## src/rtl/counter_sweep_ctrl.sv

```systemverilog
`default_nettype none
// ============================================================================
// counter_sweep_ctrl : steers a loadable up/down counter through a bounded
//                      triangle sweep (continuous or single), with start/stop.
// Rev 1.0
// ============================================================================
module counter_sweep_ctrl #(
   parameter int CNT_WIDTH = 3
) (
   input  logic                 clk,
   input  logic                 reset_n,
   input  logic                 start,
   input  logic                 stop,
   input  logic                 mode_cont,
   input  logic [CNT_WIDTH-1:0] lo_bound,
   input  logic [CNT_WIDTH-1:0] hi_bound,
   input  logic [CNT_WIDTH-1:0] cnt_val,
   output logic                 load_en,
   output logic [CNT_WIDTH-1:0] counter_in,
   output logic                 up_down,
   output logic                 busy,
   output logic                 done,
   output logic                 dir_flip,
   output logic                 bound_err
);

   typedef enum logic [1:0] {
      ST_IDLE = 2'd0,
      ST_LOAD = 2'd1,
      ST_UP   = 2'd2,
      ST_DOWN = 2'd3
   } state_t;

   state_t               r_state;
   state_t               w_next;
   logic [CNT_WIDTH-1:0] r_lo;
   logic [CNT_WIDTH-1:0] r_hi;
   logic                 r_mode;
   logic                 r_done;
   logic                 r_flip;
   logic                 r_berr;
   logic                 w_capture;
   logic                 w_done;
   logic                 w_flip;
   logic                 w_berr;

   // Loading cnt_val back into the counter is how it is held still.
   always_comb begin
      w_next     = r_state;
      load_en    = 1'b0;
      counter_in = cnt_val;
      up_down    = 1'b1;
      w_capture  = 1'b0;
      w_done     = 1'b0;
      w_flip     = 1'b0;
      w_berr     = 1'b0;
      if (r_state != ST_IDLE && stop) begin
         load_en = 1'b1;
         w_next  = ST_IDLE;
      end else begin
         case (r_state)
            ST_IDLE: begin
               load_en = 1'b1;
               if (start && !stop) begin
                  if (lo_bound < hi_bound) begin
                     w_capture = 1'b1;
                     w_next    = ST_LOAD;
                  end else begin
                     w_berr = 1'b1;
                  end
               end
            end
            ST_LOAD: begin
               load_en    = 1'b1;
               counter_in = r_lo;
               w_next     = ST_UP;
            end
            ST_UP: begin
               if (cnt_val >= r_hi) begin
                  up_down = 1'b0;
                  w_flip  = 1'b1;
                  w_next  = ST_DOWN;
               end
            end
            ST_DOWN: begin
               up_down = 1'b0;
               if (cnt_val <= r_lo) begin
                  if (r_mode) begin
                     up_down = 1'b1;
                     w_flip  = 1'b1;
                     w_next  = ST_UP;
                  end else begin
                     load_en    = 1'b1;
                     counter_in = r_lo;
                     w_done     = 1'b1;
                     w_next     = ST_IDLE;
                  end
               end
            end
            default: w_next = ST_IDLE;
         endcase
      end
   end

   always_ff @(posedge clk or negedge reset_n) begin
      if (!reset_n) begin
         r_state <= ST_IDLE;
         r_lo    <= '0;
         r_hi    <= '0;
         r_mode  <= 1'b0;
         r_done  <= 1'b0;
         r_flip  <= 1'b0;
         r_berr  <= 1'b0;
      end else begin
         r_state <= w_next;
         r_done  <= w_done;
         r_flip  <= w_flip;
         r_berr  <= w_berr;
         if (w_capture) begin
            r_lo   <= lo_bound;
            r_hi   <= hi_bound;
            r_mode <= mode_cont;
         end
      end
   end

   assign busy      = (r_state != ST_IDLE);
   assign done      = r_done;
   assign dir_flip  = r_flip;
   assign bound_err = r_berr;

endmodule
`default_nettype wire

```

## config.mk

```make
export PLATFORM = sky130hd
export DESIGN_NAME = counter_sweep_ctrl
export DESIGN_NICKNAME = d
export VERILOG_FILES = /design/src/rtl/counter_sweep_ctrl.sv
export SDC_FILE = /design/constraint.sdc
export NUM_CORES = 1
export LEC_CHECK = 0
export BUFFER_PORTS_ARGS = -buffer_cell sky130_fd_sc_hd__buf_4
export CORE_MARGIN = 5
export CORE_UTILIZATION = 45
export CTS_CLUSTER_SIZE = 30
export DETAILED_ROUTE_END_ITERATION = 16
export GPL_ROUTABILITY_DRIVEN = 0
export PLACE_DENSITY = 0.79
export SLEW_MARGIN = 15
export SYNTH_ARGS = -nofsm -noshare
export SYNTH_HDL_FRONTEND = slang
export SYNTH_SLANG_ARGS = --single-unit
```

## constraint.sdc

```tcl
create_clock -name clk -period 1.49 [get_ports clk]
set_input_delay 0.298 -clock clk [delete_from_list [all_inputs] [get_ports clk]]
set_output_delay 0.298 -clock clk [all_outputs]
set_load 0.02 [all_outputs]
```

Yosys cells after proc, flatten, opt, wreduce, memory -nomap -nowiden --
Index checks and enable logic that the tools add are counted.
Operators by class: order comparisons 3, equality and inequality tests 7, mux-type cells 33, reduce and logical (&&, ||, !) cells 7
Operators by type and width (count):
- 1-bit 2-to-1 mux | 19
- 2-bit 2-to-1 mux | 6
- 3-bit != test (second input constant) | 4
- 3-bit 2-to-1 mux | 3
- 2-bit one-hot mux with 4 select lines | 1
- 1-bit one-hot mux with 2 select lines | 3
- 3-bit one-hot mux with 2 select lines | 1
- 2-bit equality test (second input constant) | 2
- 4-bit AND reduction | 1
- 3-bit greater-or-equal comparator | 1
- 3-bit less-or-equal comparator | 1
- 3-bit < comparator | 1
- 2-bit by 1-bit equality test with 1-bit output (second input constant) | 1
- 1-bit logical AND | 2
- 2-bit zero test | 1
- 2-bit nonzero test | 1
- 2-bit OR reduction | 1
- 1-bit zero test | 1
Storage, ports and cells: bits in registers 12, input port bits 14, output and inout port bits 9, logic and storage cells 57

Longest topological paths before layout --
depth in word-level cells 5, mapped depth 6, mapped depth without buffers 6

Least setup slack after synthesis --
Ideal clock, no wire load.
path kind register to output, start point register r_lo[2], end point output up_down, data arrival time 1.629 ns, required time 1.192 ns, setup slack -0.437 ns, cell stages (with the launch flop) 7, buffers on the path 0, cells stage by stage dfrtp_1 > inv_1 > ha_1 > a21oi_1 > a21oi_2 > nand2b_1 > o21ai_0
On the way: longest elaborated chain between the ends 4
RTL lines:
- from (decl) | line 36 | logic [CNT_WIDTH-1:0] r_lo;
- from (signal assigned) | line 120 | r_lo <= lo_bound;
- 3-bit less-or-equal comparator | line 87 | if (cnt_val <= r_lo) begin
- 1-bit 2-to-1 mux | line 87
- 1-bit one-hot mux with 2 select lines | line 61 | case (r_state)
- 1-bit 2-to-1 mux | line 57 | if (r_state != ST_IDLE && stop) begin
- to (decl) | line 20 | output logic up_down,
No other way between the ends.

Worst setup path after layout --
start point register r_lo[1], end point output counter_in[0]
On the way: longest elaborated chain between the ends 4
RTL lines:
- 3-bit less-or-equal comparator | line 87
- 3-bit 2-to-1 mux | line 87
- 3-bit one-hot mux with 2 select lines | line 61
- 3-bit 2-to-1 mux | line 57
- to (decl) | line 19 | output logic [CNT_WIDTH-1:0] counter_in,
No other way between the ends.

==> results.sh <==
export IMPL_fin_crit_sh_pct=141
export IMPL_syn_avg_cell_area_um2=9.70
export IMPL_synth_most_common_cell="dfrtp_1"
export IMPL_fin_cells=160
export IMPL_fin_worst_skew_ns=0.00304
export IMPL_holdWs_ns=0.221
export IMPL_nets=159
export IMPL_antenna_found_initial=0
export IMPL_failed_checks="negative setup slack"
export IMPL_synth_edf_count=0
export IMPL_grt_pass1_wl_mm=4.28
export IMPL_drc=0
export IMPL_synthTopCellsByArea="dfrtp_1, ha_1, mux2_2, inv_1, nand2_1"
export IMPL_timing_final_ws_setup_ns=-0.605
export IMPL_status="complete, but fails checks"
export IMPL_peakVddDrop_mv=0.857
export IMPL_yosys_top_cells_count="dfrtp_1, inv_1, ha_1"
export IMPL_ant_nets=0
export IMPL_pre_cts_slack_ns=-0.449
export IMPL_yosys_most_used_dff="dfrtp_1"
export IMPL_ys_warn_count=0
export IMPL_power_frac_comb_pct=58.2
export IMPL_viasPerCell=5.61
export IMPL_via_count=898
export IMPL_max_cap_viol_count=0
export IMPL_cts_max_level=1
export IMPL_p_switching_uw=641
export IMPL_synth_cells=85
export IMPL_coreArea_um2=1730
export IMPL_clk_latency_ns=0.27
export IMPL_swShare_pct=38.9
export IMPL_clockBufferDepth=2
export IMPL_synth_top_area_share_pct=36.4
export IMPL_syn_cell_area_um2=825
export IMPL_chipWidth_um=52.8
export IMPL_hold_class="in -> reg"
export IMPL_startpoint_type="register"
export IMPL_hold_viol_final=0
export IMPL_clk_pin_slew_worst_paths_ns=0.08
export IMPL_synth_distinct_cells=27
export IMPL_die_area_um2=2790
export IMPL_postPlaceCellArea_um2=1180
export IMPL_reg2reg_from="r_hi[0]"
export IMPL_seqPwrFrac_pct=28.9
export IMPL_powerDensity_nw_per_um2=1200
export IMPL_synthToLayoutAreaGrowth_pct=66.5
export IMPL_grt_pass1_vias=986
export IMPL_reg2reg_depth=6
export IMPL_io_buffers=22
export IMPL_ios=23
export IMPL_root_buffer="clkbuf_4"
export IMPL_r2r_end="dir_flip"
export IMPL_cellInternalPower_mw=1.01
export IMPL_initial_core_util_pct=47.8
export IMPL_leakagePower_nw=0.644
export IMPL_tightest_slew_ns=0.409
export IMPL_setup_viol=10
export IMPL_grt_use_total_pct=21.1
export IMPL_die_h_um=52.8
export IMPL_relSlewSlack_pct=72.8
export IMPL_cp_max_fo=5
export IMPL_report_final_slew_viol_count=0
export IMPL_required_ns=1.19
export IMPL_clock_power_share_pct=12.8
export IMPL_crit_type="reg -> out"
export IMPL_crit_start="r_lo[1]"
export IMPL_yosysTopAreaCell="dfrtp_1"
export IMPL_grt_setup_unrepaired="yes"
export IMPL_ys_seq_elements=12
export IMPL_antenna_cells=0
export IMPL_clkSinkCount=12
export IMPL_critPathArrivalTime_ns=1.80
export IMPL_crit_end="counter_in[0]"
export IMPL_ys_seq_area_share_pct=36.4
export IMPL_wl_per_cell_um=16.4
export IMPL_cts_buffers=3
export IMPL_period_needed_ns=2.09
export IMPL_synthesis_nets=107
export IMPL_dr_pass1_iters=4
export IMPL_finish_instance_area_um2=1370
export IMPL_regToRegSetupSlack_ns=-0.23
export IMPL_drt_iter0_drc=15
export IMPL_ys_async_sr_fraction_pct=100
export IMPL_grt_max_degree=13
export IMPL_total_power_mw=1.65
export IMPL_row_count=15
export IMPL_clock_fmax_mhz=477
export IMPL_routed_wl_mm=2.62
export IMPL_placed_cells=147
export IMPL_cp_end_kind="primary output"
export IMPL_overflow=0
export IMPL_dpl_hpwl_mm=1.69
export IMPL_drive_gt1_share_pct=55.6
export IMPL_cts_tree="built"
final cells by class:
cell class | instances | area [um^2]
flip-flops and latches | 12 | 302
inverters | 10 | 37.5
clock buffers | 3 | 22.5
well taps | 25 | 31.3
fillers | 110 | 354
repair buffers | 46 | 370
multi-input cells | 64 | 609
layer usage:
layer  global-route usage (%)  wire length [um]
met2                     39.5              1410
met5                        0                 0
met4                     6.38                38
met3                     5.13               155
met1                     23.0              1010
flip-flops by register name, summed over array words and instances, names as in the netlist:
signal / count
dir_flip: 1
r_hi: 3
bound_err: 1
r_mode: 1
r_lo: 3
done: 1
r_state: 2
layout by cell type (no fill, tap or decap), types with 2 or more instances in the layout:
cell type / n
inv_2: 2
buf_4: 39
ha_4: 2
buf_6: 6
nand2_1: 7
a211oi_2: 2
nor2_1: 3
nor2b_1: 2
a22oi_1: 3
o211ai_1: 3
nand2b_1: 2
o21ai_0: 3
ha_1: 6
a21oi_4: 2
mux2_2: 5
dfrtp_1: 11
nand2b_4: 2
inv_1: 8
clkbuf_4: 3
nand3_1: 4
worst min path at each step:
stage / end / slack (ns) / cells past startpoint / startpoint
2_1_floorplan: bound_err / 0.002 / 0 / reset_n
6_report: r_state[1] / 0.22 / 2 / stop
4_1_cts: r_state[1] / 0.23 / 2 / stop
3_5_place_dp: r_state[1] / 0.15 / 1 / reset_n
5_1_grt: r_state[1] / 0.23 / 2 / stop
3_3_place_gp: r_state[1] / 0.14 / 1 / reset_n
power by group through the flow:
stage / clock [mW] / combinational, mW / sequential (mW)
after global placement: 0 / 0.657 / 0.464
after CTS: 0.197 / 0.883 / 0.464
after detailed placement: 0 / 0.684 / 0.467
after floorplan: 0 / 0.417 / 0.468
final: 0.211 / 0.959 / 0.476
after global routing: 0.219 / 1.04 / 0.480
logic make-up after synthesis:
group,synth area share (%)
fa+ha+maj,12.1
mux,6.83
flops,36.4
buf+inv,5.92
simple gates,19.9
compound gates,18.8
worst max-delay path, cell delays in order, from the launching register on:
cell and delay [ns]:
dfrtp_1 0.35, inv_1 0.05, ha_1 0.31, nand3b_1 0.17
a21oi_4 0.25, buf_4 0.15, o211ai_1 0.08, buf_4 0.17
metrics by stage:
stage,setup TNS [ns],util [%]
6_report,-3.58,79.5
5_1_grt,-4.45,79.5
4_1_cts,-3.01,77.9
3_5_place_dp,-3.51,68.2
3_3_place_gp,-2.58,68.2
2_1_floorplan,-0.722,-
what timing repair did:
item / 4_1_cts / 5_1_grt
cloned: 2 / 0
resized for setup: 16 / 3
pin swaps: 8 / 0
hold endpoints to repair: 12 / 0
buffers inserted: 8 / 1
endpoints found under the setup margin: 15 / 16
hold buffers: 1 / 0
Power figures use the tool's default switching activity.
